===== src/rtl/gpu_ram_seq.sv =====
// SDRAM slot sequencer: free-running cyc/phase/phase-counter timebase for one
// video line (286 phases x 4 banks x 4 clocks = 4576 clocks), refresh window,
// start-of-line pulse and fixed per-access slot ownership decode.
// Latency: all outputs registered; counters start two clocks after ram_ena is first seen high.
// Backpressure: none; free-running once started, only bus_rst stops it.
//
// Ports:
//   bus_clk, bus_rst      clock and synchronous active-high reset
//   ram_ena               SDRAM init done; starts the sequencer (later deassertion ignored)
//   ram_run               sequencer running
//   ram_cyc / ram_ph      one-hot clock-in-access / bank-in-phase
//   ram_ph_ctr            phase index in line, 0..PH_LAST
//   ram_ref / ram_sol     refresh window / start-of-line pulse
//   slot_*                owner of the current bank access
module gpu_ram_seq #(
    parameter int unsigned PH_LAST   = 285,
    parameter int unsigned REF_FIRST = 284,
    parameter int unsigned SPR_LAST  = 127,
    parameter int unsigned MAP_LAST  = 7,
    parameter int unsigned TILE_LAST = 39,
    parameter int unsigned CHAR_LAST = 71
) (
    input  logic       bus_clk,
    input  logic       bus_rst,
    input  logic       ram_ena,
    output logic       ram_run,
    output logic [3:0] ram_cyc,
    output logic [3:0] ram_ph,
    output logic [8:0] ram_ph_ctr,
    output logic       ram_ref,
    output logic       ram_sol,
    output logic       slot_z80,
    output logic       slot_spr,
    output logic       slot_map,
    output logic       slot_tile,
    output logic       slot_char
);

    localparam logic [8:0] PH_LAST_C   = 9'(PH_LAST);
    localparam logic [8:0] REF_FIRST_C = 9'(REF_FIRST);
    localparam logic [8:0] SPR_LAST_C  = 9'(SPR_LAST);
    localparam logic [8:0] MAP_LAST_C  = 9'(MAP_LAST);
    localparam logic [8:0] TILE_LAST_C = 9'(TILE_LAST);
    localparam logic [8:0] CHAR_LAST_C = 9'(CHAR_LAST);

    // Counters advance only from the clock after ram_run rose, so the first
    // running cycle presents the line origin together with ram_sol.
    logic       started;

    logic [3:0] cyc_nxt;
    logic [3:0] ph_nxt;
    logic [8:0] ctr_nxt;
    logic       ref_nxt;
    logic       sol_nxt;
    logic       z80_nxt;
    logic       spr_nxt;
    logic       map_nxt;
    logic       tile_nxt;
    logic       char_nxt;

    // Everything derived from the next counter state, so flags are registered
    // on the same edge as the counters they describe.
    always_comb begin
        cyc_nxt = ram_cyc;
        ph_nxt  = ram_ph;
        ctr_nxt = ram_ph_ctr;
        if (started) begin
            cyc_nxt = {ram_cyc[2:0], ram_cyc[3]};
            if (ram_cyc[3]) begin
                ph_nxt = {ram_ph[2:0], ram_ph[3]};
                if (ram_ph[3]) begin
                    ctr_nxt = (ram_ph_ctr >= PH_LAST_C) ? 9'd0 : ram_ph_ctr + 9'd1;
                end
            end
        end

        ref_nxt  = ram_run && (ctr_nxt >= REF_FIRST_C);
        sol_nxt  = ram_run && (ctr_nxt == 9'd0) && (ph_nxt == 4'b0001) && (cyc_nxt == 4'b0001);
        z80_nxt  = ram_run && (ph_nxt[0] || ph_nxt[2]) && !ref_nxt;
        spr_nxt  = ram_run && ph_nxt[1] && (ctr_nxt <= SPR_LAST_C) && !ref_nxt;
        map_nxt  = ram_run && ph_nxt[3] && (ctr_nxt <= MAP_LAST_C) && !ref_nxt;
        tile_nxt = ram_run && ph_nxt[3] && (ctr_nxt > MAP_LAST_C)
                   && (ctr_nxt <= TILE_LAST_C) && !ref_nxt;
        char_nxt = ram_run && ph_nxt[3] && (ctr_nxt > TILE_LAST_C)
                   && (ctr_nxt <= CHAR_LAST_C) && !ref_nxt;
    end

    always_ff @(posedge bus_clk) begin
        if (bus_rst) begin
            ram_run    <= 1'b0;
            started    <= 1'b0;
            ram_cyc    <= 4'b0001;
            ram_ph     <= 4'b0001;
            ram_ph_ctr <= 9'd0;
            ram_ref    <= 1'b0;
            ram_sol    <= 1'b0;
            slot_z80   <= 1'b0;
            slot_spr   <= 1'b0;
            slot_map   <= 1'b0;
            slot_tile  <= 1'b0;
            slot_char  <= 1'b0;
        end else begin
            ram_run    <= ram_run | ram_ena;
            started    <= ram_run;
            ram_cyc    <= cyc_nxt;
            ram_ph     <= ph_nxt;
            ram_ph_ctr <= ctr_nxt;
            ram_ref    <= ref_nxt;
            ram_sol    <= sol_nxt;
            slot_z80   <= z80_nxt;
            slot_spr   <= spr_nxt;
            slot_map   <= map_nxt;
            slot_tile  <= tile_nxt;
            slot_char  <= char_nxt;
        end
    end

endmodule

===== config.mk =====
export PLATFORM = sky130hd
export DESIGN_NAME = gpu_ram_seq
export DESIGN_NICKNAME = d
export VERILOG_FILES = /design/src/rtl/gpu_ram_seq.sv
export SDC_FILE = /design/constraint.sdc
export NUM_CORES = 1
export LEC_CHECK = 0
export CORE_MARGIN = 4
export CORE_UTILIZATION = 35
export DETAILED_ROUTE_END_ITERATION = 8
export GPL_TIMING_DRIVEN = 0
export SLEW_MARGIN = 20
export SYNTH_ARGS = -nofsm -noshare
export SYNTH_HDL_FRONTEND = slang
export SYNTH_SLANG_ARGS = --single-unit

===== constraint.sdc =====
create_clock -name bus_clk -period 2.4 [get_ports bus_clk]
set_input_delay 0.48 -clock bus_clk [delete_from_list [all_inputs] [get_ports bus_clk]]
set_output_delay 0.48 -clock bus_clk [all_outputs]
set_load 0.01 [all_outputs]

After elaboration in Yosys (flattened, before gate mapping)
Index checks and enable logic that the tools add are counted.
{"block": "totals", "register_bits": 26, "word_cells": 52, "out_inout_bits": 25, "in_bits": 3}
{"block": "classes", "bitwise_logic": 1, "n_reduce_logical": 21, "n_addsub": 1, "n_lt_le_gt_ge": 8, "n_mux": 7, "eq_ne": 2}
{"cell": "9-bit two-way mux", "n": 4}
{"cell": "9-bit >= comparator, second input constant", "n": 2}
{"cell": "9-bit by 7-bit <= comparator with 1-bit output, second input constant", "n": 2}
{"cell": "1-bit logical AND", "n": 18}
{"cell": "4-bit two-way mux", "n": 3}
{"cell": "9-bit by 1-bit adder with 9-bit output, second input constant", "n": 1}
{"cell": "9-bit by 3-bit > comparator with 1-bit output, second input constant", "n": 1}
{"cell": "9-bit by 6-bit > comparator with 1-bit output, second input constant", "n": 1}
{"cell": "9-bit by 3-bit <= comparator with 1-bit output, second input constant", "n": 1}
{"cell": "9-bit by 6-bit <= comparator with 1-bit output, second input constant", "n": 1}
{"cell": "9-bit zero test", "n": 1}
{"cell": "4-bit by 1-bit equality test with 1-bit output, second input constant", "n": 2}
{"cell": "1-bit zero test", "n": 1}
{"cell": "1-bit logical OR", "n": 1}
{"cell": "1-bit OR", "n": 1}

Logic depth before layout (Yosys ltp)
Gate-level depths: netlist (run 1).
{"block": "depth", "word_depth": 9, "ltp_mapped": 8, "ltp_nobuf": 8}

Worst setup path after synthesis (run 1)
Ideal clock, no wire load.
{"block": "synth_timing", "path_kind": "register -> register", "from": "register ram_ph_ctr[1]", "to": "register slot_tile", "path_stages_with_launch": 9, "arrival_time_ns": 1.918, "slack_ns": 0.365, "synth_period_minus_slack_ns": 2.035, "path_buffers": 0, "cell_sequence": "dfxtp_1 -> inv_1 -> ha_1 -> nor3_1 -> o21ai_1 -> o21ai_0 -> a211oi_1 -> a211o_1 -> and4bb_1"}
{"block": "synth_via", "elab_chain_len": 9, "elab_cells_between_ends": 14}
{"element": "start: declaration", "line_no": "29", "rtl": "output logic [8:0] ram_ph_ctr,"}
{"element": "start signal: assignment", "line_no": "107", "rtl": "ram_ph_ctr <= ctr_nxt;"}
{"element": "9-bit by 1-bit adder with 9-bit output or 9-bit >= comparator (tied branches)", "line_no": "72", "rtl": "ctr_nxt = (ram_ph_ctr >= PH_LAST_C) ? 9'd0 : ram_ph_ctr + 9'd1;"}
{"element": "9-bit two-way mux", "line_no": "72"}
{"element": "9-bit two-way mux", "line_no": "71", "rtl": "if (ram_ph[3]) begin"}
{"element": "9-bit two-way mux", "line_no": "69", "rtl": "if (ram_cyc[3]) begin"}
{"element": "9-bit two-way mux (*)", "line_no": "67", "rtl": "if (started) begin"}
{"element": "9-bit by 3-bit > comparator with 1-bit output or 9-bit >= comparator (tied branches)", "line_no": "82, 77"}
{"element": "1-bit logical AND (on tied branches)", "line_no": "82, 77"}
{"element": "1-bit logical AND or 1-bit zero test (tied branches)", "line_no": "83", "rtl": "&& (ctr_nxt <= TILE_LAST_C) && !ref_nxt;"}
{"element": "1-bit logical AND (*)", "line_no": "83"}
{"element": "end signal: assignment", "line_no": "113", "rtl": "slot_tile <= tile_nxt;"}
{"element": "end: declaration", "line_no": "35", "rtl": "output logic slot_tile,"}
Every way passes the cells marked *; elsewhere a longest branch is shown, timed or not.
A chain may end at the register's enable or synchronous reset.

Worst setup path after layout (run 1)
Ends and elaborated chain as after synthesis.

==> flow_summary_export.csv, run 1 <==
group,metric,value,unit
cts,cts_made_buffers,3,
worst_hold_path,hold_start,"ram_ph[2]",
floorplan,num_io_pins,28,
worst_setup_path,crit_buf_inv,0,
sta,post-route-period-util,92.9,%
sta,clock_skew,0.00258,ns
global_route,grt_pass1_vias,1200,
sta,setup_viol,0,
logic_synthesis,synth_nets,165,
worst_setup_path,crit_path_top_delay_cell,"dfxtp_1",
worst_setup_path,cp_top_family,"simple AND/OR/NAND/NOR gates",
worst_setup_path,path_max_fanout,8,
layout,fillers,397,
route,drt_wl_total,3.29,mm
placed_design,hpwl,2.46,mm
route,vias,1255,
power_and_ir_drop,peakVddDrop,0.341,mV
route,ant_nets,0,
outcome,status,"completed",
global_route,grt_pass1_wl,5.64,mm
floorplan,die_w,69.9,um
worst_setup_path,slowest_delay,0.48,ns
layout,fin_nets,197,
worst_setup_path,crit_cells,7,
sta,max_slew.worst_pin.slew,0.522,ns
global_route,grt_usage,13.9,%
floorplan,core,3690,um^2
worst_setup_path,end_kind,"register",
sta,relSlewSlack,65.2,%
floorplan,die-area,4880,um^2
cts,cts_tree,"yes",
layout,layout_common_cells,"clkdlybuf4s50_1 (27), dfxtp_1 (25), nor2_1 (20)",
logic_synthesis,synthTopCellsByArea,"dfxtp_1 (39%), nor2_1 (5.6%), nand2_1 (4.2%)",
power_and_ir_drop,total_power,867,uW
cts,root_buffer,"clkbuf_8",
floorplan,start_util,36.3,%
logic_synthesis,ys.flop_type,"dfxtp_1",
sta,finalHoldViolCount,0,
route,drtIter0Drc,80,
power_and_ir_drop,p_leak,0.673,nW
layout,drive_above_1_share,11.5,%
worst_setup_path,r2r_start,"ram_ph_ctr[1]",
worst_setup_path,worst_path_most_repeated_cell,"and3_1",
global_route,use_met1,18.7,%
worst_setup_path,arrival,2.40,ns
logic_synthesis,synth_edf_count,0,
global_route,grt_start_max_net_pins,16,
sta,final.setup.tns,0,ns
worst_setup_path,setup.worst_path.start,"ram_ph_ctr[1]",
global_route,overflow,0,
sta,rsz0062_at_grt,"false",
floorplan,die_y,69.9,um
global_route,grt_use_met2,22.7,%
floorplan,rows,22,
layout,synthToLayoutAreaGrowth,30.8,%
placed_design,routabilityCongestion,0.844,
sta,final.min_clock_period,2.23,ns
placed_design,pre_cts_slack,0.0690,ns
cts,clockBufferDepth,2,
logic_synthesis,yosys_register_bits,26,
route,drt-pass1-iter-count,4,
worst_setup_path,cp.required,2.57,ns
global_route,gr-usage-met3,3.17,%
worst_setup_path,r2r_cells,7,
layout,num_antenna_cells,0,
worst_hold_path,hold_depth,2,
sta,slew_viol_final,0,
worst_setup_path,path_class,"reg2reg",
logic_synthesis,synth_top_cell_by_area,"dfxtp_1",
global_route,top_usage_layer,"met2",
cts,hold_buffers,0,
run,drv_cap,0,
power_and_ir_drop,power_density,495,nW/um^2
cts,cts_max_level,1,
cts,clock_sink_count,26,
placed_design,io_buffers,27,
sta,clock.fmax,0.448,GHz
cts,worstSkewPairLatency,0.27,ns
logic_synthesis,yosysSeqAreaShare,38.8,%
route,wl_per_cell,13.7,um
cts,clkSlewWorstSetupHoldPaths,0.09,ns
sta,layout_setup_ws,0.170,ns
logic_synthesis,yosysWarnings,0,
worst_hold_path,hp-class,"reg2reg",
logic_synthesis,netlist_area,1340,um^2
logic_synthesis,avgSynthCellArea,8.38,um^2
logic_synthesis,yosysTopAreaCellShare,38.8,%
logic_synthesis,async_flop_share,0,%
layout,final_common_cell,"clkdlybuf4s50_1",
logic_synthesis,ys_types,43,
worst_setup_path,critPathLaunchType,"register",
route,drc,0,
route,vias_per_cell,5.25,
logic_synthesis,syn-instance-count,160,
global_route,grt_antenna_before_repair,0,
worst_setup_path,crit_chain,"ha_1 -> and3_1 -> and3_1 -> xnor2_1 -> a311o_1 -> nand3b_1 -> and4bb_1",
worst paths after layout:
check	endpoint	slack, ns
hold / removal	ram_ph[2]	0.52
hold reg to reg	ram_ph[2]	0.52
setup reg to reg	slot_tile	0.17
setup / recovery	slot_tile	0.17
metrics by stage:
step                      utilization [%]  instance area [um^2]  hold WS [ns]  instances
after detailed placement             45.3                  1670         0.504        235
after floorplan                         -                  1340         0.516        160
final                                47.5                  1750         0.517        239
after global routing                 47.5                  1750         0.549        239
after CTS                            47.2                  1740         0.520        239
after global placement               45.3                  1670         0.503        235
synth_stat cells (2+ instances only):
library cell / instances
o21ai_0: 8
nor2_1: 20
inv_1: 2
nor3b_1: 2
nand3_1: 6
buf_2: 6
ha_1: 2
and3_1: 8
a21oi_1: 11
mux2i_1: 4
dfxtp_1: 26
nand3b_1: 2
nor2b_1: 3
o2111ai_1: 2
xnor2_1: 3
nand4_1: 2
nor3_1: 9
nor4_1: 2
a211oi_1: 2
nand2_1: 15
clkbuf_1: 3
per-layer routing:
layer | wire [um] | up-vias | share of wire (%)
met5 | 0 | - | 0
met4 | 21 | 0 | 0.64
met3 | 147 | 4 | 4.5
met2 | 1520 | 24 | 46
met1 | 1600 | 583 | 49
li1 | - | 644 | -
layout make-up:
class	count	area [um^2]	area share [%]
multi-input combinational	122	773	44.1
timing repair buffer	27	270	15.4
clock buffer	3	41.3	2.36
clock inverter	1	30.0	1.71
tap	48	60.1	3.43
inverter	2	7.51	0.428
buffer	10	48.8	2.78
sequential	26	522	29.8
logic make-up (layout without fill, tap and decap cells):
family / after synthesis / after routing / share of synthesized area, %
compound gates: 33 / 33 / 16.6
simple gates: 79 / 79 / 32.9
mux: 4 / 4 / 2.99
buf+inv: 12 / 43 / 4.20
xor+xnor: 4 / 4 / 2.61
flops: 26 / 26 / 38.8
fa+ha+maj: 2 / 2 / 1.87
tightest hold or removal path, delay by kind of cell (launching register included):
kind / cells / cell delay (ns)
AOI/OAI and AO/OA: 1 / 0.05
DFF: 1 / 0.36
and+or+nand+nor: 1 / 0.07
state kept, by name, indices dropped and copies added, names as in the netlist:
register,count
ram_cyc,4
ram_ph,4
ram_ph_ctr,9
ram_ref,1
ram_run,1
ram_sol,1
slot_char,1
slot_map,1
slot_spr,1
slot_tile,1
slot_z80,1
started,1
report_power, final:
part | internal [mW] | total [mW] | switching, mW
combinational | 0.0280 | 0.0581 | 0.0301
clock | 0.223 | 0.362 | 0.139
sequential | 0.439 | 0.448 | 0.00830
total | 0.690 | 0.867 | 0.177
timing repair:
action | CTS | global route
endpoints found under the setup margin | 0 | 6
buffers inserted | 0 | 0
resized for setup | 0 | 4
Power figures use the tool's default switching activity.
==> run 2: changes to the inputs <==
--- a/config.mk
+++ b/config.mk
@@ -9,7 +9,6 @@
 export CORE_UTILIZATION = 35
 export DETAILED_ROUTE_END_ITERATION = 8
 export GPL_TIMING_DRIVEN = 0
-export SLEW_MARGIN = 20
 export SYNTH_ARGS = -nofsm -noshare
 export SYNTH_HDL_FRONTEND = slang
 export SYNTH_SLANG_ARGS = --single-unit
==> results of run 2 <==
The final DEF is identical to that of run 1; final timing and power are the same.
